==> src/rtl/uart_rx_core.sv <==
`default_nettype none
// ============================================================================
//  Module   : uart_rx_core
//  Purpose  : 16x-oversampled UART receiver, 8 data bits LSB-first, with
//             majority-vote bit decisions and start/stop/parity validation.
//             Optional even-parity bit enabled by macro UART_RX_PARITY_EN.
//  Revision : 1.0 - initial release
// ============================================================================
module uart_rx_core #(
    parameter int CLK_FREQ  = 50_000_000,
    parameter int BAUD_RATE = 115200
) (
    input  logic       SYS_CLK,
    input  logic       RST,
    input  logic       rxd,
    output logic       rx_busy,
    output logic [7:0] rx_data,
    output logic       rx_done,
    output logic       frame_err,
    output logic       parity_err
);

    localparam int c_div = CLK_FREQ / (BAUD_RATE * 16);
    localparam int c_tw  = (c_div > 1) ? $clog2(c_div) : 1;
    localparam logic [c_tw-1:0] c_tick_max = c_tw'(c_div - 1);

    typedef enum logic [2:0] {
        S_IDLE      = 3'd0,
        S_START     = 3'd1,
        S_DATA      = 3'd2,
`ifdef UART_RX_PARITY_EN
        S_PARITY    = 3'd3,
`endif
        S_STOP      = 3'd4,
        S_WAIT_IDLE = 3'd5
    } state_t;

    state_t            r_state;
    state_t            w_state_next;
    logic              r_sync1;
    logic              r_sync2;
    logic              w_rxs;
    logic [c_tw-1:0]   r_tick_cnt;
    logic              w_tick;
    logic [3:0]        r_os_cnt;
    logic              r_s7;
    logic              r_s8;
    logic              w_decide;
    logic              w_bit;
    logic [2:0]        r_bit_cnt;
    logic [7:0]        r_shift;
    logic              w_par_mismatch;
    logic              w_start_det;
    logic              w_start_ok;
    logic              w_data_bit;
    logic              w_par_bit;
    logic              w_stop_good;
    logic              w_stop_ferr;
    logic              w_stop_perr;

    always_ff @(posedge SYS_CLK or posedge RST) begin
        if (RST) begin
            r_sync1 <= 1'b1;
            r_sync2 <= 1'b1;
        end else begin
            r_sync1 <= rxd;
            r_sync2 <= r_sync1;
        end
    end

    assign w_rxs    = r_sync2;
    assign w_tick   = (r_tick_cnt == c_tick_max);
    assign w_decide = w_tick && (r_os_cnt == 4'd9);
    // Vote over the three centre oversamples; the third is the live sample.
    assign w_bit    = (r_s7 & r_s8) | (r_s7 & w_rxs) | (r_s8 & w_rxs);

    always_ff @(posedge SYS_CLK or posedge RST) begin
        if (RST) begin
            r_state <= S_IDLE;
        end else begin
            r_state <= w_state_next;
        end
    end

    always_comb begin
        w_state_next = r_state;
        w_start_det  = 1'b0;
        w_start_ok   = 1'b0;
        w_data_bit   = 1'b0;
        w_par_bit    = 1'b0;
        w_stop_good  = 1'b0;
        w_stop_ferr  = 1'b0;
        w_stop_perr  = 1'b0;
        case (r_state)
            S_IDLE: begin
                if (!w_rxs) begin
                    w_start_det  = 1'b1;
                    w_state_next = S_START;
                end
            end
            S_START: begin
                if (w_decide) begin
                    if (!w_bit) begin
                        w_start_ok   = 1'b1;
                        w_state_next = S_DATA;
                    end else begin
                        w_state_next = S_IDLE;
                    end
                end
            end
            S_DATA: begin
                if (w_decide) begin
                    w_data_bit = 1'b1;
                    if (r_bit_cnt == 3'd7) begin
`ifdef UART_RX_PARITY_EN
                        w_state_next = S_PARITY;
`else
                        w_state_next = S_STOP;
`endif
                    end
                end
            end
`ifdef UART_RX_PARITY_EN
            S_PARITY: begin
                if (w_decide) begin
                    w_par_bit    = 1'b1;
                    w_state_next = S_STOP;
                end
            end
`endif
            S_STOP: begin
                if (w_decide) begin
                    if (!w_bit) begin
                        w_stop_ferr  = 1'b1;
                        w_state_next = S_WAIT_IDLE;
                    end else if (w_par_mismatch) begin
                        w_stop_perr  = 1'b1;
                        w_state_next = S_IDLE;
                    end else begin
                        w_stop_good  = 1'b1;
                        w_state_next = S_IDLE;
                    end
                end
            end
            S_WAIT_IDLE: begin
                if (w_rxs) begin
                    w_state_next = S_IDLE;
                end
            end
            default: begin
                w_state_next = S_IDLE;
            end
        endcase
    end

    always_ff @(posedge SYS_CLK or posedge RST) begin
        if (RST) begin
            r_tick_cnt <= '0;
            r_os_cnt   <= 4'd0;
            r_s7       <= 1'b1;
            r_s8       <= 1'b1;
            r_bit_cnt  <= 3'd0;
            r_shift    <= 8'h00;
            rx_busy    <= 1'b0;
            rx_data    <= 8'h00;
            rx_done    <= 1'b0;
            frame_err  <= 1'b0;
        end else begin
            rx_done <= 1'b0;
            // Start detect re-phases the oversample grid onto the falling edge.
            if (w_start_det) begin
                r_tick_cnt <= '0;
                r_os_cnt   <= 4'd0;
            end else begin
                r_tick_cnt <= w_tick ? '0 : r_tick_cnt + 1'b1;
                if (w_tick) begin
                    r_os_cnt <= r_os_cnt + 4'd1;
                end
            end
            if (w_tick && (r_os_cnt == 4'd7)) begin
                r_s7 <= w_rxs;
            end
            if (w_tick && (r_os_cnt == 4'd8)) begin
                r_s8 <= w_rxs;
            end
            if (w_start_ok) begin
                rx_busy   <= 1'b1;
                frame_err <= 1'b0;
                r_bit_cnt <= 3'd0;
            end
            if (w_data_bit) begin
                r_shift[r_bit_cnt] <= w_bit;
                r_bit_cnt          <= r_bit_cnt + 3'd1;
            end
            if (w_stop_good) begin
                rx_busy <= 1'b0;
                rx_data <= r_shift;
                rx_done <= 1'b1;
            end
            if (w_stop_ferr) begin
                rx_busy   <= 1'b0;
                frame_err <= 1'b1;
            end
            if (w_stop_perr) begin
                rx_busy <= 1'b0;
            end
        end
    end

`ifdef UART_RX_PARITY_EN
    logic r_par_mismatch;
    logic r_parity_err;

    always_ff @(posedge SYS_CLK or posedge RST) begin
        if (RST) begin
            r_par_mismatch <= 1'b0;
            r_parity_err   <= 1'b0;
        end else begin
            if (w_start_ok) begin
                r_par_mismatch <= 1'b0;
                r_parity_err   <= 1'b0;
            end
            // Even parity: received bit must equal the XOR of the data bits.
            if (w_par_bit) begin
                r_par_mismatch <= w_bit ^ (^r_shift);
            end
            if (w_stop_perr) begin
                r_parity_err <= 1'b1;
            end
        end
    end

    assign w_par_mismatch = r_par_mismatch;
    assign parity_err     = r_parity_err;
`else
    assign w_par_mismatch = 1'b0;
    assign parity_err     = 1'b0;
`endif

endmodule
`default_nettype wire

==> config.mk <==
export PLATFORM = sky130hd
export DESIGN_NAME = uart_rx_core
export DESIGN_NICKNAME = d
export VERILOG_FILES = /design/src/rtl/uart_rx_core.sv
export SDC_FILE = /design/constraint.sdc
export NUM_CORES = 1
export LEC_CHECK = 0
export BUFFER_PORTS_ARGS = -buffer_cell sky130_fd_sc_hd__buf_2
export CAP_MARGIN = 40
export CORE_UTILIZATION = 53
export DETAILED_ROUTE_END_ITERATION = 12
export GPL_TIMING_DRIVEN = 0
export PLACE_DENSITY = 0.71
export SYNTH_ARGS = -nofsm -noshare
export SYNTH_HDL_FRONTEND = slang
export SYNTH_SLANG_ARGS = --single-unit
==> constraint.sdc <==
create_clock -name SYS_CLK -period 3.11 [get_ports SYS_CLK]
set_input_delay 0.311 -clock SYS_CLK [delete_from_list [all_inputs] [get_ports SYS_CLK]]
set_output_delay 0.311 -clock SYS_CLK [all_outputs]
set_load 0.02 [all_outputs]
==> summary.txt <==
Cells and area
  • Commonest non-fill, non-tap cell in the layout: dfrtp_1
  • Final net count: 186
  • Most frequent cells in the layout: dfrtp_1, mux2_2, buf_2, nand2_1, nor2_1
  • Share of cells above drive strength 1: 0.271
  • Antenna diodes: 0
  • Fillers: 267
  • Layout area overhead: 12.3%

Die
  • IO Count: 15
  • FP Rows: 20
  • Total die area: 0.00365 sq mm
  • Die Y: 60.4 um
  • Starting Density: 0.573
  • Core ar.: 0.00315 sq mm
  • Die W: 60.4 um

Timing
  • Top achievable clock speed: 0.421 GHz
  • RSZ-0062 raised after global routing: false
  • Final Max Slew Viols: 0
  • Final min period: 2380 ps
  • Setup tns final: 0 ps
  • Final Skew: 9.29 ps
  • Period utilization: 0.764
  • Final Setup Violations: 0
  • Hold Vio Cnt, Final: 0
  • Slew margin rel.: 0.388
  • Worst-Margin Slew: 910 ps

Synth
  • Ranking of synthesized cells by area: dfrtp_1, mux2_2, dfstp_2
  • Mapped Cells: 155
  • Synthesized Nets: 165
  • Register bit total from synthesis: 38
  • Synth area leader: dfrtp_1
  • Syn_area_per_cell: 11.7 sq um
  • Async SR Flop Fraction: 1.00
  • Post-Synthesis Cell Area: 0.00181 sq mm
  • Seq/Total Area, Yosys: 0.529
  • Ys Warns: 0
  • Ys flop type: dfrtp_1
  • Post-synth EDFFs: 0
  • Post-synth top area share: 0.471
  • Distinct cells, synth: 43

Critical path
  • WP data required: 3340 ps
  • Family with the most delay on the worst path: simple AND/OR/NAND/NOR gates
  • Buf+Inv Stages, Crit Path: 3
  • Crit-path max FO: 10
  • Worst path cell trace: inv_1 -> ha_1 -> nand4b_4 -> or3_1 -> buf_2 -> clkbuf_1 -> nor3_1 -> mux2_2
  • RR Startpoint: r_tick_cnt[0]$_DFF_PP0_
  • CP Launch Type: flip-flop
  • FF-to-FF setup slack: 730 ps
  • Crit. End Element: flip-flop
  • Worst r2r path cells: 8
  • Setup CP Type: reg -> reg
  • RR Endpoint: r_shift[5]$_DFFE_PP0P_
  • Crit-path slowest cell: dfrtp_1
  • Largest stage delay on the critical path: 430 ps
  • Critical Path AT: 2610 ps

Clock tree
  • Hold buffer count at CTS: 0
  • CTS H-tree lvls: 2
  • CTS resizes: 0
  • # clock sinks: 38
  • Post-CTS Setup Inserts: 0
  • CTS tree: built
  • Clk_lat worst skew: 350 ps
  • Worst-path clk slew: 100 ps
  • Clk buf depth: 2
  • CTS root buf: clkbuf_4
  • TritonCTS buffer count: 5

Worst hold path
  • Worst Hold Launch: rxd
  • Worst Hold End: r_sync1$_DFF_PP1_
  • Hold depth: 1
  • HP Class: in -> reg

Global routing
  • First-pass GRT wire length: 5.36 mm
  • Largest net degree at the start of global routing: 22
  • Number of antenna violations at the first check in global routing: 0
  • Gr usage total: 0.207
  • Global route overflow: 0
  • Number of global-route vias before repair: 1162

Route
  • Detailed Routing Iterations Pass 1: 4
  • Starting DRT DRC Count: 53
  • Routed wire length per instance: 13.9 um
  • Via-per-instance ratio: 5.53
  • Antenna-violating nets left: 0
  • Drt drc: 0
  • Final wirelength: 3.08 mm
  • Via count: 1223

Run status
  • Status: completed

Place
  • GPL Wtd Cong: 0.814
  • Port Buffer Count: 13
  • DP Wirelength: 2.22 mm

Pwr
  • Max IR drop VDD: 317 uV
  • Pwr Total: 0.842 mW
  • PD cells: 415 mW/mm^2
  • Pleak: 0.970 nW

Job
  • Max-Cap Viols: 0
==> per-layer routing <==
layer / vias to the layer above / share of wire / global-route usage
li1: 596 / - / -
met1: 596 / 0.47 / 0.271
met2: 22 / 0.48 / 0.323
met3: 9 / 0.040 / 0.0640
met5: - / 0 / 0
met4: 0 / 0.017 / 0.0797
==> power breakdown <==
part | switching (mW) | leakage, nW | internal, mW | total (mW)
Combinational | 0.0117 | 0.439 | 0.00569 | 0.0174
Clock | 0.156 | 0.0395 | 0.171 | 0.327
Sequential | 0.00122 | 0.492 | 0.496 | 0.498
Total | 0.169 | 0.970 | 0.673 | 0.842
==> Yosys cell counts (all sizes together), types with 3 or more instances <==
| cell | instances |
|---|---|
| inv | 7 |
| ha | 7 |
| nand2 | 9 |
| o21ai | 4 |
| buf | 3 |
| dfrtp | 34 |
| nand3 | 5 |
| xor2 | 4 |
| dfstp | 4 |
| mux2 | 18 |
| nor2 | 9 |
| nor3 | 7 |
| nor4 | 5 |
| a21oi | 5 |
| clkbuf | 5 |
==> per-stage QoR <==
step                      hold WS (ps)  instance area (sq um)   util  setup slack, ps  instances
after floorplan                    315                   1810      -              958        155
after global placement             347                   1930  0.611              793        212
after detailed placement           349                   1950  0.620              712        213
after CTS                         27.9                   2030  0.644              709        221
after global routing              29.4                   2030  0.644              545        221
final                             54.8                   2030  0.644              732        221
==> worst max-delay path by stage <==
stage                                       start                     end  slack (ps)  depth (start not counted)
after CTS                 r_tick_cnt[0]$_DFF_PP0_  rx_data[5]$_DFFE_PP0P_         710                          7
after floorplan           r_tick_cnt[0]$_DFF_PP0_  r_shift[3]$_DFFE_PP0P_         960                          7
after global placement    r_tick_cnt[0]$_DFF_PP0_  rx_data[5]$_DFFE_PP0P_         790                          7
final                     r_tick_cnt[0]$_DFF_PP0_  r_shift[5]$_DFFE_PP0P_         730                          8
after global routing      r_tick_cnt[0]$_DFF_PP0_  r_shift[5]$_DFFE_PP0P_         540                          8
after detailed placement  r_tick_cnt[0]$_DFF_PP0_  rx_data[5]$_DFFE_PP0P_         710                          7
==> flip-flops by register name (all words and copies together), names as in the netlist <==
| register | flops |
|---|---|
| r_shift | 8 |
| r_tick_cnt | 5 |
| rx_done | 1 |
| r_state | 3 |
| r_s7 | 1 |
| rx_data | 8 |
| rx_busy | 1 |
| r_sync2 | 1 |
| r_os_cnt | 4 |
| r_s8 | 1 |
| r_sync1 | 1 |
| r_bit_cnt | 3 |
| frame_err | 1 |
==> layout make-up <==
class	count	area, sq um	share of cell area
Clock inverter	1	30.0	0.0148
Buffer	8	36.3	0.0179
Multi-Input combinational cell	102	788	0.388
Inverter	7	26.3	0.0129
Sequential cell	38	956	0.471
Tap cell	44	55.1	0.0271
Clock buffer	7	45.0	0.0222
Timing Repair Buffer	14	92.6	0.0456
==> cell families (layout without fill, tap and decap cells) <==
logic type	count (synthesis)	after routing	synth area share
other	1	1	0.00208
XOR/XNOR	5	5	0.0242
flip-flops	38	38	0.529
buffers and inverters	15	37	0.0346
adder cells (fa/ha/maj)	8	8	0.0540
AND/OR/NAND/NOR	48	48	0.157
AO/OA/AOI/OAI	21	21	0.0817
multiplexers	19	19	0.118
==> worst reg2reg max path, cell delays in order (launching register included) <==
cell and delay [ps]:
dfrtp_1 430, inv_1 80, ha_1 210, nand4b_4 140
or3_1 350, buf_2 160, clkbuf_1 230, nor3_1 290
mux2_2 370
No activity file was read; power rests on OpenSTA's default activity.
